$ cat config.mk
export PLATFORM = sky130hd
export DESIGN_NAME = aha_simple_if_to_axi_flat
export DESIGN_NICKNAME = d
export VERILOG_FILES = /design/src/rtl/aha_axi_pkg.sv /design/src/rtl/aha_simple_if_to_axi_if.sv /design/src/rtl/aha_simple_if_to_axi.sv /design/src/flat_wrapper.sv
export SDC_FILE = /design/constraint.sdc
export NUM_CORES = 1
export LEC_CHECK = 0
export CORE_AREA = 2 2 172 174
export CTS_CLUSTER_SIZE = 40
export DETAILED_ROUTE_END_ITERATION = 16
export DIE_AREA = 0 0 174 176
export HOLD_SLACK_MARGIN = 0.15
export PLACE_DENSITY = 0.57
export SYNTH_ARGS = -nofsm -noshare
export SYNTH_HDL_FRONTEND = slang
export SYNTH_SLANG_ARGS = --single-unit
$ cat constraint.sdc
create_clock -name ACLK -period 8.55 [get_ports ACLK]
set_input_delay 1.2825 -clock ACLK [delete_from_list [all_inputs] [get_ports ACLK]]
set_output_delay 1.2825 -clock ACLK [all_outputs]
set_load 0.02 [all_outputs]
$ cat src/rtl/aha_axi_pkg.sv
// Shared AXI4 encodings and the bridge state enum for the Simple Interface
// to AXI4 master bridge.
//   BURST_INCR                          : AxBURST encoding for INCR bursts
//   RESP_OKAY/RESP_SLVERR/RESP_DECERR   : xRESP encodings
//   SIZE_64B                            : AxSIZE for 8-byte beats
//   CACHE_BUF_MOD                       : AxCACHE bufferable + modifiable
//   bridge_state_t                      : request FSM states
//   resp_is_err()                       : true for SLVERR/DECERR
package aha_axi_pkg;

  localparam logic [1:0] BURST_INCR    = 2'b01;
  localparam logic [1:0] RESP_OKAY     = 2'b00;
  localparam logic [1:0] RESP_SLVERR   = 2'b10;
  localparam logic [1:0] RESP_DECERR   = 2'b11;
  localparam logic [2:0] SIZE_64B      = 3'b011;
  localparam logic [3:0] CACHE_BUF_MOD = 4'b0011;

  typedef enum logic [2:0] {
    ST_IDLE,
    ST_WR,
    ST_WR_RESP,
    ST_RD_ADDR,
    ST_RD_DATA
  } bridge_state_t;

  // Both error encodings have bit 1 set; EXOKAY is not an error here.
  function automatic logic resp_is_err(input logic [1:0] resp);
    return (resp == RESP_SLVERR) || (resp == RESP_DECERR);
  endfunction

endpackage

$ cat src/rtl/aha_simple_if_to_axi_if.sv
// AXI4 single-beat bus bundle between the bridge (master) and the SoC
// interconnect (slave).
//   master modport : drives AW/W/AR payload and VALIDs, BREADY, RREADY
//   slave  modport : drives AWREADY/WREADY/ARREADY and the B/R channels
interface aha_simple_if_to_axi_if #(
  parameter int ID_WIDTH = 4
) ();

  logic [ID_WIDTH-1:0] AWID;
  logic [31:0]         AWADDR;
  logic [7:0]          AWLEN;
  logic [2:0]          AWSIZE;
  logic [1:0]          AWBURST;
  logic                AWLOCK;
  logic [3:0]          AWCACHE;
  logic [2:0]          AWPROT;
  logic                AWVALID;
  logic                AWREADY;

  logic [63:0]         WDATA;
  logic [7:0]          WSTRB;
  logic                WLAST;
  logic                WVALID;
  logic                WREADY;

  logic [ID_WIDTH-1:0] BID;
  logic [1:0]          BRESP;
  logic                BVALID;
  logic                BREADY;

  logic [ID_WIDTH-1:0] ARID;
  logic [31:0]         ARADDR;
  logic [7:0]          ARLEN;
  logic [2:0]          ARSIZE;
  logic [1:0]          ARBURST;
  logic                ARLOCK;
  logic [3:0]          ARCACHE;
  logic [2:0]          ARPROT;
  logic                ARVALID;
  logic                ARREADY;

  logic [ID_WIDTH-1:0] RID;
  logic [63:0]         RDATA;
  logic [1:0]          RRESP;
  logic                RLAST;
  logic                RVALID;
  logic                RREADY;

  modport master (
    output AWID, AWADDR, AWLEN, AWSIZE, AWBURST, AWLOCK, AWCACHE, AWPROT, AWVALID,
    input  AWREADY,
    output WDATA, WSTRB, WLAST, WVALID,
    input  WREADY,
    input  BID, BRESP, BVALID,
    output BREADY,
    output ARID, ARADDR, ARLEN, ARSIZE, ARBURST, ARLOCK, ARCACHE, ARPROT, ARVALID,
    input  ARREADY,
    input  RID, RDATA, RRESP, RLAST, RVALID,
    output RREADY
  );

  modport slave (
    input  AWID, AWADDR, AWLEN, AWSIZE, AWBURST, AWLOCK, AWCACHE, AWPROT, AWVALID,
    output AWREADY,
    input  WDATA, WSTRB, WLAST, WVALID,
    output WREADY,
    output BID, BRESP, BVALID,
    input  BREADY,
    input  ARID, ARADDR, ARLEN, ARSIZE, ARBURST, ARLOCK, ARCACHE, ARPROT, ARVALID,
    output ARREADY,
    output RID, RDATA, RRESP, RLAST, RVALID,
    input  RREADY
  );

endinterface

$ cat src/rtl/aha_simple_if_to_axi.sv
// Simple Interface request side to single-beat AXI4 master bridge.
// One 64-bit read or write is in flight at a time.
//   ACLK, ARESETn        : clock, asynchronous active-low reset
//   SIF_REQ/SIF_WR       : request strobe (sampled while idle) and direction
//   SIF_ADDR/WSTRB/WDATA : request payload, captured at acceptance
//   SIF_BUSY             : bridge not idle
//   SIF_DONE/SIF_ERR     : one-cycle completion pulse with error flag
//   SIF_RD_DATA          : last read data, held until the next read completes
//   axi                  : AXI4 master port (AW/W/B/AR/R)
module aha_simple_if_to_axi
  import aha_axi_pkg::*;
#(
  parameter int          ID_WIDTH = 4,
  parameter int unsigned TXN_ID   = 0
) (
  input  logic        ACLK,
  input  logic        ARESETn,
  input  logic        SIF_REQ,
  input  logic        SIF_WR,
  input  logic [31:0] SIF_ADDR,
  input  logic [7:0]  SIF_WSTRB,
  input  logic [63:0] SIF_WDATA,
  output logic        SIF_BUSY,
  output logic        SIF_DONE,
  output logic        SIF_ERR,
  output logic [63:0] SIF_RD_DATA,
  aha_simple_if_to_axi_if.master axi
);

  localparam logic [ID_WIDTH-1:0] ID_C = ID_WIDTH'(TXN_ID);

  bridge_state_t state;
  logic          aw_done, w_done;
  logic          awvalid_q, wvalid_q, arvalid_q, bready_q, rready_q;
  logic [31:0]   addr_q;
  logic [63:0]   wdata_q;
  logic [7:0]    wstrb_q;

  logic accept, aw_hs, w_hs, aw_done_nx, w_done_nx;

  // The beat is always 8-byte aligned, so the low address bits are dropped.
  logic unused_addr_lo;
  assign unused_addr_lo = ^SIF_ADDR[2:0];

  assign accept     = (state == ST_IDLE) && SIF_REQ;
  assign aw_hs      = awvalid_q && axi.AWREADY;
  assign w_hs       = wvalid_q && axi.WREADY;
  // Including this cycle's handshakes lets a same-cycle AW+W completion
  // move straight to the response phase.
  assign aw_done_nx = aw_done || aw_hs;
  assign w_done_nx  = w_done || w_hs;

  // Acceptance: payload is captured once and held for the whole transaction.
  always_ff @(posedge ACLK) begin
    if (accept) begin
      addr_q  <= {SIF_ADDR[31:3], 3'b000};
      wdata_q <= SIF_WDATA;
      wstrb_q <= SIF_WSTRB;
    end
  end

  // Request FSM with all handshake and status outputs registered.
  always_ff @(posedge ACLK or negedge ARESETn) begin
    if (!ARESETn) begin
      state       <= ST_IDLE;
      aw_done     <= 1'b0;
      w_done      <= 1'b0;
      awvalid_q   <= 1'b0;
      wvalid_q    <= 1'b0;
      arvalid_q   <= 1'b0;
      bready_q    <= 1'b0;
      rready_q    <= 1'b0;
      SIF_BUSY    <= 1'b0;
      SIF_DONE    <= 1'b0;
      SIF_ERR     <= 1'b0;
      SIF_RD_DATA <= '0;
    end else begin
      SIF_DONE <= 1'b0;
      SIF_ERR  <= 1'b0;
      unique case (state)
        ST_IDLE: begin
          if (SIF_REQ) begin
            SIF_BUSY <= 1'b1;
            aw_done  <= 1'b0;
            w_done   <= 1'b0;
            if (SIF_WR) begin
              state     <= ST_WR;
              awvalid_q <= 1'b1;
              wvalid_q  <= 1'b1;
            end else begin
              state     <= ST_RD_ADDR;
              arvalid_q <= 1'b1;
            end
          end
        end
        ST_WR: begin
          if (aw_hs) begin
            aw_done   <= 1'b1;
            awvalid_q <= 1'b0;
          end
          if (w_hs) begin
            w_done   <= 1'b1;
            wvalid_q <= 1'b0;
          end
          if (aw_done_nx && w_done_nx) begin
            state    <= ST_WR_RESP;
            bready_q <= 1'b1;
          end
        end
        ST_WR_RESP: begin
          if (axi.BVALID) begin
            state    <= ST_IDLE;
            bready_q <= 1'b0;
            SIF_BUSY <= 1'b0;
            SIF_DONE <= 1'b1;
            SIF_ERR  <= resp_is_err(axi.BRESP) || (axi.BID != ID_C);
          end
        end
        ST_RD_ADDR: begin
          if (axi.ARREADY) begin
            state     <= ST_RD_DATA;
            arvalid_q <= 1'b0;
            rready_q  <= 1'b1;
          end
        end
        ST_RD_DATA: begin
          if (axi.RVALID) begin
            state       <= ST_IDLE;
            rready_q    <= 1'b0;
            SIF_BUSY    <= 1'b0;
            SIF_DONE    <= 1'b1;
            SIF_RD_DATA <= axi.RDATA;
            SIF_ERR     <= resp_is_err(axi.RRESP) || !axi.RLAST || (axi.RID != ID_C);
          end
        end
        default: state <= ST_IDLE;
      endcase
    end
  end

  assign axi.AWID    = ID_C;
  assign axi.AWADDR  = addr_q;
  assign axi.AWLEN   = 8'd0;
  assign axi.AWSIZE  = SIZE_64B;
  assign axi.AWBURST = BURST_INCR;
  assign axi.AWLOCK  = 1'b0;
  assign axi.AWCACHE = CACHE_BUF_MOD;
  assign axi.AWPROT  = 3'b000;
  assign axi.AWVALID = awvalid_q;

  assign axi.WDATA   = wdata_q;
  assign axi.WSTRB   = wstrb_q;
  assign axi.WLAST   = 1'b1;
  assign axi.WVALID  = wvalid_q;

  assign axi.BREADY  = bready_q;

  assign axi.ARID    = ID_C;
  assign axi.ARADDR  = addr_q;
  assign axi.ARLEN   = 8'd0;
  assign axi.ARSIZE  = SIZE_64B;
  assign axi.ARBURST = BURST_INCR;
  assign axi.ARLOCK  = 1'b0;
  assign axi.ARCACHE = CACHE_BUF_MOD;
  assign axi.ARPROT  = 3'b000;
  assign axi.ARVALID = arvalid_q;

  assign axi.RREADY  = rready_q;

endmodule
$ cat src/flat_wrapper.sv
// flat-port wrapper written by rule: the top's interface ports become plain ports
module aha_simple_if_to_axi_flat import aha_axi_pkg::*;
#(
  parameter int          ID_WIDTH = 4,
  parameter int unsigned TXN_ID   = 0
)
  (ACLK, ARESETn, SIF_REQ, SIF_WR, SIF_ADDR, SIF_WSTRB, SIF_WDATA, SIF_BUSY, SIF_DONE, SIF_ERR, SIF_RD_DATA, axi_AWID, axi_AWADDR, axi_AWLEN, axi_AWSIZE, axi_AWBURST, axi_AWLOCK, axi_AWCACHE, axi_AWPROT, axi_AWVALID, axi_AWREADY, axi_WDATA, axi_WSTRB, axi_WLAST, axi_WVALID, axi_WREADY, axi_BID, axi_BRESP, axi_BVALID, axi_BREADY, axi_ARID, axi_ARADDR, axi_ARLEN, axi_ARSIZE, axi_ARBURST, axi_ARLOCK, axi_ARCACHE, axi_ARPROT, axi_ARVALID, axi_ARREADY, axi_RID, axi_RDATA, axi_RRESP, axi_RLAST, axi_RVALID, axi_RREADY);
  aha_simple_if_to_axi_if #(.ID_WIDTH(ID_WIDTH)) axi_i ();
  input  logic ACLK;
  input  logic ARESETn;
  input  logic SIF_REQ;
  input  logic SIF_WR;
  input  logic [31:0] SIF_ADDR;
  input  logic [7:0] SIF_WSTRB;
  input  logic [63:0] SIF_WDATA;
  output logic SIF_BUSY;
  output logic SIF_DONE;
  output logic SIF_ERR;
  output logic [63:0] SIF_RD_DATA;
  output wire logic [$bits(axi_i.AWID)-1:0] axi_AWID;
  output wire logic [$bits(axi_i.AWADDR)-1:0] axi_AWADDR;
  output wire logic [$bits(axi_i.AWLEN)-1:0] axi_AWLEN;
  output wire logic [$bits(axi_i.AWSIZE)-1:0] axi_AWSIZE;
  output wire logic [$bits(axi_i.AWBURST)-1:0] axi_AWBURST;
  output wire logic [$bits(axi_i.AWLOCK)-1:0] axi_AWLOCK;
  output wire logic [$bits(axi_i.AWCACHE)-1:0] axi_AWCACHE;
  output wire logic [$bits(axi_i.AWPROT)-1:0] axi_AWPROT;
  output wire logic [$bits(axi_i.AWVALID)-1:0] axi_AWVALID;
  input wire logic [$bits(axi_i.AWREADY)-1:0] axi_AWREADY;
  output wire logic [$bits(axi_i.WDATA)-1:0] axi_WDATA;
  output wire logic [$bits(axi_i.WSTRB)-1:0] axi_WSTRB;
  output wire logic [$bits(axi_i.WLAST)-1:0] axi_WLAST;
  output wire logic [$bits(axi_i.WVALID)-1:0] axi_WVALID;
  input wire logic [$bits(axi_i.WREADY)-1:0] axi_WREADY;
  input wire logic [$bits(axi_i.BID)-1:0] axi_BID;
  input wire logic [$bits(axi_i.BRESP)-1:0] axi_BRESP;
  input wire logic [$bits(axi_i.BVALID)-1:0] axi_BVALID;
  output wire logic [$bits(axi_i.BREADY)-1:0] axi_BREADY;
  output wire logic [$bits(axi_i.ARID)-1:0] axi_ARID;
  output wire logic [$bits(axi_i.ARADDR)-1:0] axi_ARADDR;
  output wire logic [$bits(axi_i.ARLEN)-1:0] axi_ARLEN;
  output wire logic [$bits(axi_i.ARSIZE)-1:0] axi_ARSIZE;
  output wire logic [$bits(axi_i.ARBURST)-1:0] axi_ARBURST;
  output wire logic [$bits(axi_i.ARLOCK)-1:0] axi_ARLOCK;
  output wire logic [$bits(axi_i.ARCACHE)-1:0] axi_ARCACHE;
  output wire logic [$bits(axi_i.ARPROT)-1:0] axi_ARPROT;
  output wire logic [$bits(axi_i.ARVALID)-1:0] axi_ARVALID;
  input wire logic [$bits(axi_i.ARREADY)-1:0] axi_ARREADY;
  input wire logic [$bits(axi_i.RID)-1:0] axi_RID;
  input wire logic [$bits(axi_i.RDATA)-1:0] axi_RDATA;
  input wire logic [$bits(axi_i.RRESP)-1:0] axi_RRESP;
  input wire logic [$bits(axi_i.RLAST)-1:0] axi_RLAST;
  input wire logic [$bits(axi_i.RVALID)-1:0] axi_RVALID;
  output wire logic [$bits(axi_i.RREADY)-1:0] axi_RREADY;
  assign axi_AWID = axi_i.AWID;
  assign axi_AWADDR = axi_i.AWADDR;
  assign axi_AWLEN = axi_i.AWLEN;
  assign axi_AWSIZE = axi_i.AWSIZE;
  assign axi_AWBURST = axi_i.AWBURST;
  assign axi_AWLOCK = axi_i.AWLOCK;
  assign axi_AWCACHE = axi_i.AWCACHE;
  assign axi_AWPROT = axi_i.AWPROT;
  assign axi_AWVALID = axi_i.AWVALID;
  assign axi_i.AWREADY = axi_AWREADY;
  assign axi_WDATA = axi_i.WDATA;
  assign axi_WSTRB = axi_i.WSTRB;
  assign axi_WLAST = axi_i.WLAST;
  assign axi_WVALID = axi_i.WVALID;
  assign axi_i.WREADY = axi_WREADY;
  assign axi_i.BID = axi_BID;
  assign axi_i.BRESP = axi_BRESP;
  assign axi_i.BVALID = axi_BVALID;
  assign axi_BREADY = axi_i.BREADY;
  assign axi_ARID = axi_i.ARID;
  assign axi_ARADDR = axi_i.ARADDR;
  assign axi_ARLEN = axi_i.ARLEN;
  assign axi_ARSIZE = axi_i.ARSIZE;
  assign axi_ARBURST = axi_i.ARBURST;
  assign axi_ARLOCK = axi_i.ARLOCK;
  assign axi_ARCACHE = axi_i.ARCACHE;
  assign axi_ARPROT = axi_i.ARPROT;
  assign axi_ARVALID = axi_i.ARVALID;
  assign axi_i.ARREADY = axi_ARREADY;
  assign axi_i.RID = axi_RID;
  assign axi_i.RDATA = axi_RDATA;
  assign axi_i.RRESP = axi_RRESP;
  assign axi_i.RLAST = axi_RLAST;
  assign axi_i.RVALID = axi_RVALID;
  assign axi_RREADY = axi_i.RREADY;
  aha_simple_if_to_axi #(.ID_WIDTH(ID_WIDTH), .TXN_ID(TXN_ID)) u_core (.ACLK(ACLK), .ARESETn(ARESETn), .SIF_REQ(SIF_REQ), .SIF_WR(SIF_WR), .SIF_ADDR(SIF_ADDR), .SIF_WSTRB(SIF_WSTRB), .SIF_WDATA(SIF_WDATA), .SIF_BUSY(SIF_BUSY), .SIF_DONE(SIF_DONE), .SIF_ERR(SIF_ERR), .SIF_RD_DATA(SIF_RD_DATA), .axi(axi_i));
endmodule
---- Word level (Yosys, flattened, before mapping) ----
Cells that the tools add are included.
storage, ports and cells
  flip-flop bits (word level) ............. 178
  bits of input ports ..................... 190
  output and inout bits ................... 259
  word-level logic and storage cells ...... 98
cells by class
  eq/ne operators ......................... 17
  multiplexer cells ....................... 36
  reductions and logical operators ........ 30
operator list
  kind                count
  $mux 1              19
  $pmux 1 s2          9
  $reduce_and 4->1    4
  $mux 3              5
  $pmux 3 s5          1
  $ne 2x2->1 const B  6
  $reduce_and 3->1    4
  $eq 2x2->1 const B  4
  $reduce_bool 2->1   4
  $reduce_bool 4->1   2
  $logic_or 1x1->1    7
  $eq 3x2->1 const B  2
  $ne 2x1->1 const B  3
  $reduce_and 5->1    1
  $logic_and 1x1->1   4
  $eq 3x1->1 const B  1
  $eq 3x3->1 const B  1
  $logic_not 3->1     1
  $pmux 1 s3          1
  $reduce_bool 3->1   1
  $mux 2              1
  $reduce_and 2->1    1
  $logic_not 1->1     1

---- Logic depth before layout (Yosys ltp) ----
  depth after elaboration ................. 6
  gate-level depth with buffers ........... 6
  gate-level depth less buffers ........... 3

---- Worst setup path before layout ----
No wires, ideal clock.
  path kind ............................... input port to flip-flop
  start point ............................. input port SIF_REQ
  end point ............................... register u_core.aw_done
  library setup time ...................... 0.411 ns
  arrival time ............................ 7.171 ns
  data required time ...................... 8.139 ns
  slack ................................... 0.968 ns
  cell stages on the path ................. 2
  buffers on the path ..................... 0
  cell sequence ........................... nor4b_2 nor3_1
on the way
  longest elaborated chain between the ends .. 2
RTL lines
  what                               RTL line                    text
  start: declaration                 flat_wrapper.sv:11          input logic SIF_REQ;
  $ne 2x2->1 (no source line)        --
  $reduce_and 3->1 (no source line)  --
  end signal: assignment             aha_simple_if_to_axi.sv:66  aw_done <= 1'b0;
  end signal: assignment             aha_simple_if_to_axi.sv:84  aw_done <= 1'b0;
  end signal: assignment             aha_simple_if_to_axi.sv:98  aw_done <= 1'b1;
  end: declaration                   aha_simple_if_to_axi.sv:33  logic aw_done, w_done;
No other way between the ends.
A chain may end at the register's enable or synchronous reset.

---- Worst setup path after layout ----
  start point ............................. input port SIF_REQ
  end point ............................... register u_core.wdata_q[6] (netlist: u_core.axi.WDATA[6]) (enable)
on the way
  longest elaborated chain between the ends .. 1
RTL lines
  what                    RTL line                    text
  $logic_and 1x1->1       aha_simple_if_to_axi.sv:45  assign accept = (state == ST_IDLE) && SIF_REQ;
  net u_core.accept       aha_simple_if_to_axi.sv:39  logic accept, aw_hs, w_hs, aw_done_nx, w_done_nx;
  end signal: assignment  aha_simple_if_to_axi.sv:57  wdata_q <= SIF_WDATA;
  end: declaration        aha_simple_if_to_axi.sv:36  logic [63:0] wdata_q;
The timed path passes the listed nets, and every way through them passes these cells.

==> impl_results.md <==
* GRT overflow at 0
* Post-synth top area cell: edfxtp_1
* Combinational family with the most area after synthesis: multiplexers
* Fill cells at about 2700
* HP Class: register to register
* Slew Viols, Final at 0
* Synthesis-to-layout area growth at 63.2%
* DRC Markers at 0
* Synth Area in Compound Gates at 1.96%
* Register area at just under 0.005 mm²
* DR pass1 iterations at 4
* RSZ-0062 raised after global routing: no
* Routability Congestion at approximately 0.70
* Synth cell types at 32
* Die width at roughly 170 µm
* WL/cell at about 17 µm
* Syn. warnings at 0
* Worst Max-Slew Pin Slew at ~0.94 ns
* H-tree Lvls at 4
* Drt total wl at between 15 and 20 mm
* CP bufs+invs at 3
* Placement Cell Area at approximately 0.011 mm²
* Syn avg cell area at approximately 18 µm²
* Clock Sinks at 178
* Max VDD drop at around 150 µV
* Layout Skew at 0.0117 ns
* Non-Filler Instances at about 1200
* CTS tree: yes
* Number of diodes at 0
* Status: finished clean
* Highest-delay cell along the critical path: buf_4
* Worst Setup End Kind: register
* Detailed placement HPWL at around 15 mm
* Area of the multi-input gates at around 0.0014 mm²
* Seq cells post-synth at ~180
* NumNets Final at 951
* Power, Total at about 3600 µW
* Initial Util at 24.4%
* Leakage at approximately 0.0044 µW
* Die height at 176 µm
* Clock Latency Late Sink at about 0.43 ns
* Crit path max fanout at 74
* Max cap viols at 0
* Critical path, cell by cell: clkdlybuf4s50_1, nor4b_4, buf_4, buf_4
* Final min period at 3.41 ns
* Gr usage total at about 13%
* Critical Path Start Type: input pin
* Hold WS at 0.513 ns
* Clk buf depth at 2
* Top cells by area, synth: edfxtp_1 (44%), dfrtp_1 (28%), mux2_4 (11%)
* Final setup fails at 0
* Die area at between 0.03 and 0.04 mm²
* Pwr Density at ~320 mW/mm²
* Netlist Area Pre-Place at approximately 0.007 mm²
* Yosys top cell area share at between 40% and 50%
* Final Hold Fails at 0
* CTS Hold Bufs at 0
* CP required at between 8 and 9 ns
* Clock tree root driver cell: clkbuf_16
* 1st-iter DRT viols at between 150 and 200
* XOR/XNOR share of the synthesized area at 0%
* Cell repeated most along the worst path: buf_4
* Setup bufs post-CTS at 0
* Inst Count DP at ~1100
* Layout cells sized above 1 at around an eighth
* Post-synthesis adder-cell area fraction at 0%
* ANT nets after route at 0
* Simple-Gate Fraction of Synth Area at approximately 2.5%
* Core area at about 0.029 mm²
* I/O Pins at between 400 and 500
* Setup TNS at 0 ns
* Fmax at 0.293 GHz
* First-pass GRT wire length at 29.0 mm
* Largest net degree at the start of global routing at 75
* Initial antenna violation count at 0
* Row count at 62
* Post-cts gate resize count at 0
* Finished Cell Area at around 0.011 mm²
* Via count at ~4400
* Crit-path leading delay family: buffers and inverters
* Worst-path clk slew at about 0.070 ns
* Worst EP arrival at about 3.5 ns
* IO buf count at around 390
* Crit Path Class: input pin to register
* Worst path max stage delay at between 0.7 and 0.8 ns
* Vias/cell at roughly 3.8
* Rel. slew slack at a little under two fifths
* Vias in the first global route at between 4000 and 5000
* Mux cell area share after synthesis at 13.0%
* Register area share after synthesis at between 70% and 80%
* Cells after Synth at between 300 and 400
* Crit share post-route at about two fifths
* CTS buffer count at 17
cells by family (layout without fill, tap and decap cells):
group	Yosys count	after routing
and+or+nand+nor	30	30
muxes	64	64
AOI/OAI and AO/OA	21	21
other	2	57
buffers and inverters	98	424
DFF	178	178
registers in the layout, indices dropped and copies added (netlist names), 3 cells and up:
name and flops:
u_core.SIF_RD_DATA 64, u_core.axi.WDATA 64, u_core.axi.ARADDR 29, u_core.axi.WSTRB 8
u_core.state 3
stage by stage:
step / setup WS (ns) / util (%)
6_report: 5.14 / 39.8
5_1_grt: 4.98 / 39.8
4_1_cts: 5.16 / 39.8
3_5_place_dp: 4.68 / 37.7
3_3_place_gp: 4.70 / 37.7
2_1_floorplan: 0.968 / -
routing by layer:
layer | up-vias | global-route usage [%] | part of all wire (%)
met3 | 13 | 4.37 | 8.2
met5 | - | 0 | 0
met2 | 234 | 20.5 | 49
met1 | 2169 | 16.0 | 42
met4 | 0 | 4.20 | 1.2
li1 | 2002 | - | -
area by class of cell:
type,instances,area share [%]
clock inverters,15,1.51
multi-input cells,172,12.6
clock buffers,17,3.74
inverters,2,0.0660
repair buffers,390,34.2
flip-flops and latches,178,43.6
well taps,384,4.22
power by group:
group          internal (µW)  switching, µW
logic                    743            685
registers               1210            153
clock network            417            376
total                   2380           1210
cell usage after synthesis:
master,instances
or2_2,1
nand2_1,6
nor4_1,1
inv_1,2
nor4b_1,1
nand3b_1,4
clkbuf_1,2
a21oi_1,3
nor4b_2,1
dfrtp_1,77
nand3_1,1
buf_12,5
buf_4,86
nand2b_1,2
conb_1,2
o31ai_1,2
o211ai_1,1
a21o_1,1
and3_4,1
nor3_1,3
o21ai_0,5
a31oi_1,5
a211oi_1,1
o2bb2ai_1,2
mux2_4,49
buf_6,2
buf_2,1
edfxtp_1,101
nor2_1,7
nor3b_1,2
mux2_2,15
a311o_1,1
path summary, 6_finish.rpt:
path,from,endpoint,slack (ns),cells past startpoint
min reg2reg,u_core.SIF_RD_DATA[13]$_DFFE_PN0N_,u_core.SIF_RD_DATA[13]$_DFFE_PN0N_,0.51,1
min in group asynchronous,ARESETn,u_core.SIF_RD_DATA[62]$_DFFE_PN0N_,0.74,1
max in group asynchronous,ARESETn,u_core.SIF_RD_DATA[20]$_DFFE_PN0N_,6.74,2
min,u_core.SIF_RD_DATA[13]$_DFFE_PN0N_,u_core.SIF_RD_DATA[13]$_DFFE_PN0N_,0.51,1
max reg2reg,u_core.state[0]$_DFFE_PN0P_,u_core.axi.WDATA[6]$_DFFE_PP_,5.95,3
max,SIF_REQ,u_core.axi.WDATA[6]$_DFFE_PP_,5.14,4
cells in the final DEF (no fill, tap or decap), types with 2 or more instances in the layout:
cell / instances
dfrtp_1: 77
o2bb2ai_1: 2
nor2_1: 7
edfxtp_1: 101
nor3b_1: 2
clkinv_4: 4
clkbuf_16: 17
o31ai_1: 2
buf_4: 5
clkdlybuf4s50_1: 385
inv_6: 2
nand2b_1: 2
nand3b_1: 4
a21oi_1: 3
nand2_1: 6
inv_8: 4
clkinv_8: 2
mux2_2: 15
a31oi_1: 5
o21ai_0: 5
conb_1: 57
inv_1: 2
nor3_1: 3
mux2_4: 49
No activity file was read; power rests on OpenSTA's default activity.
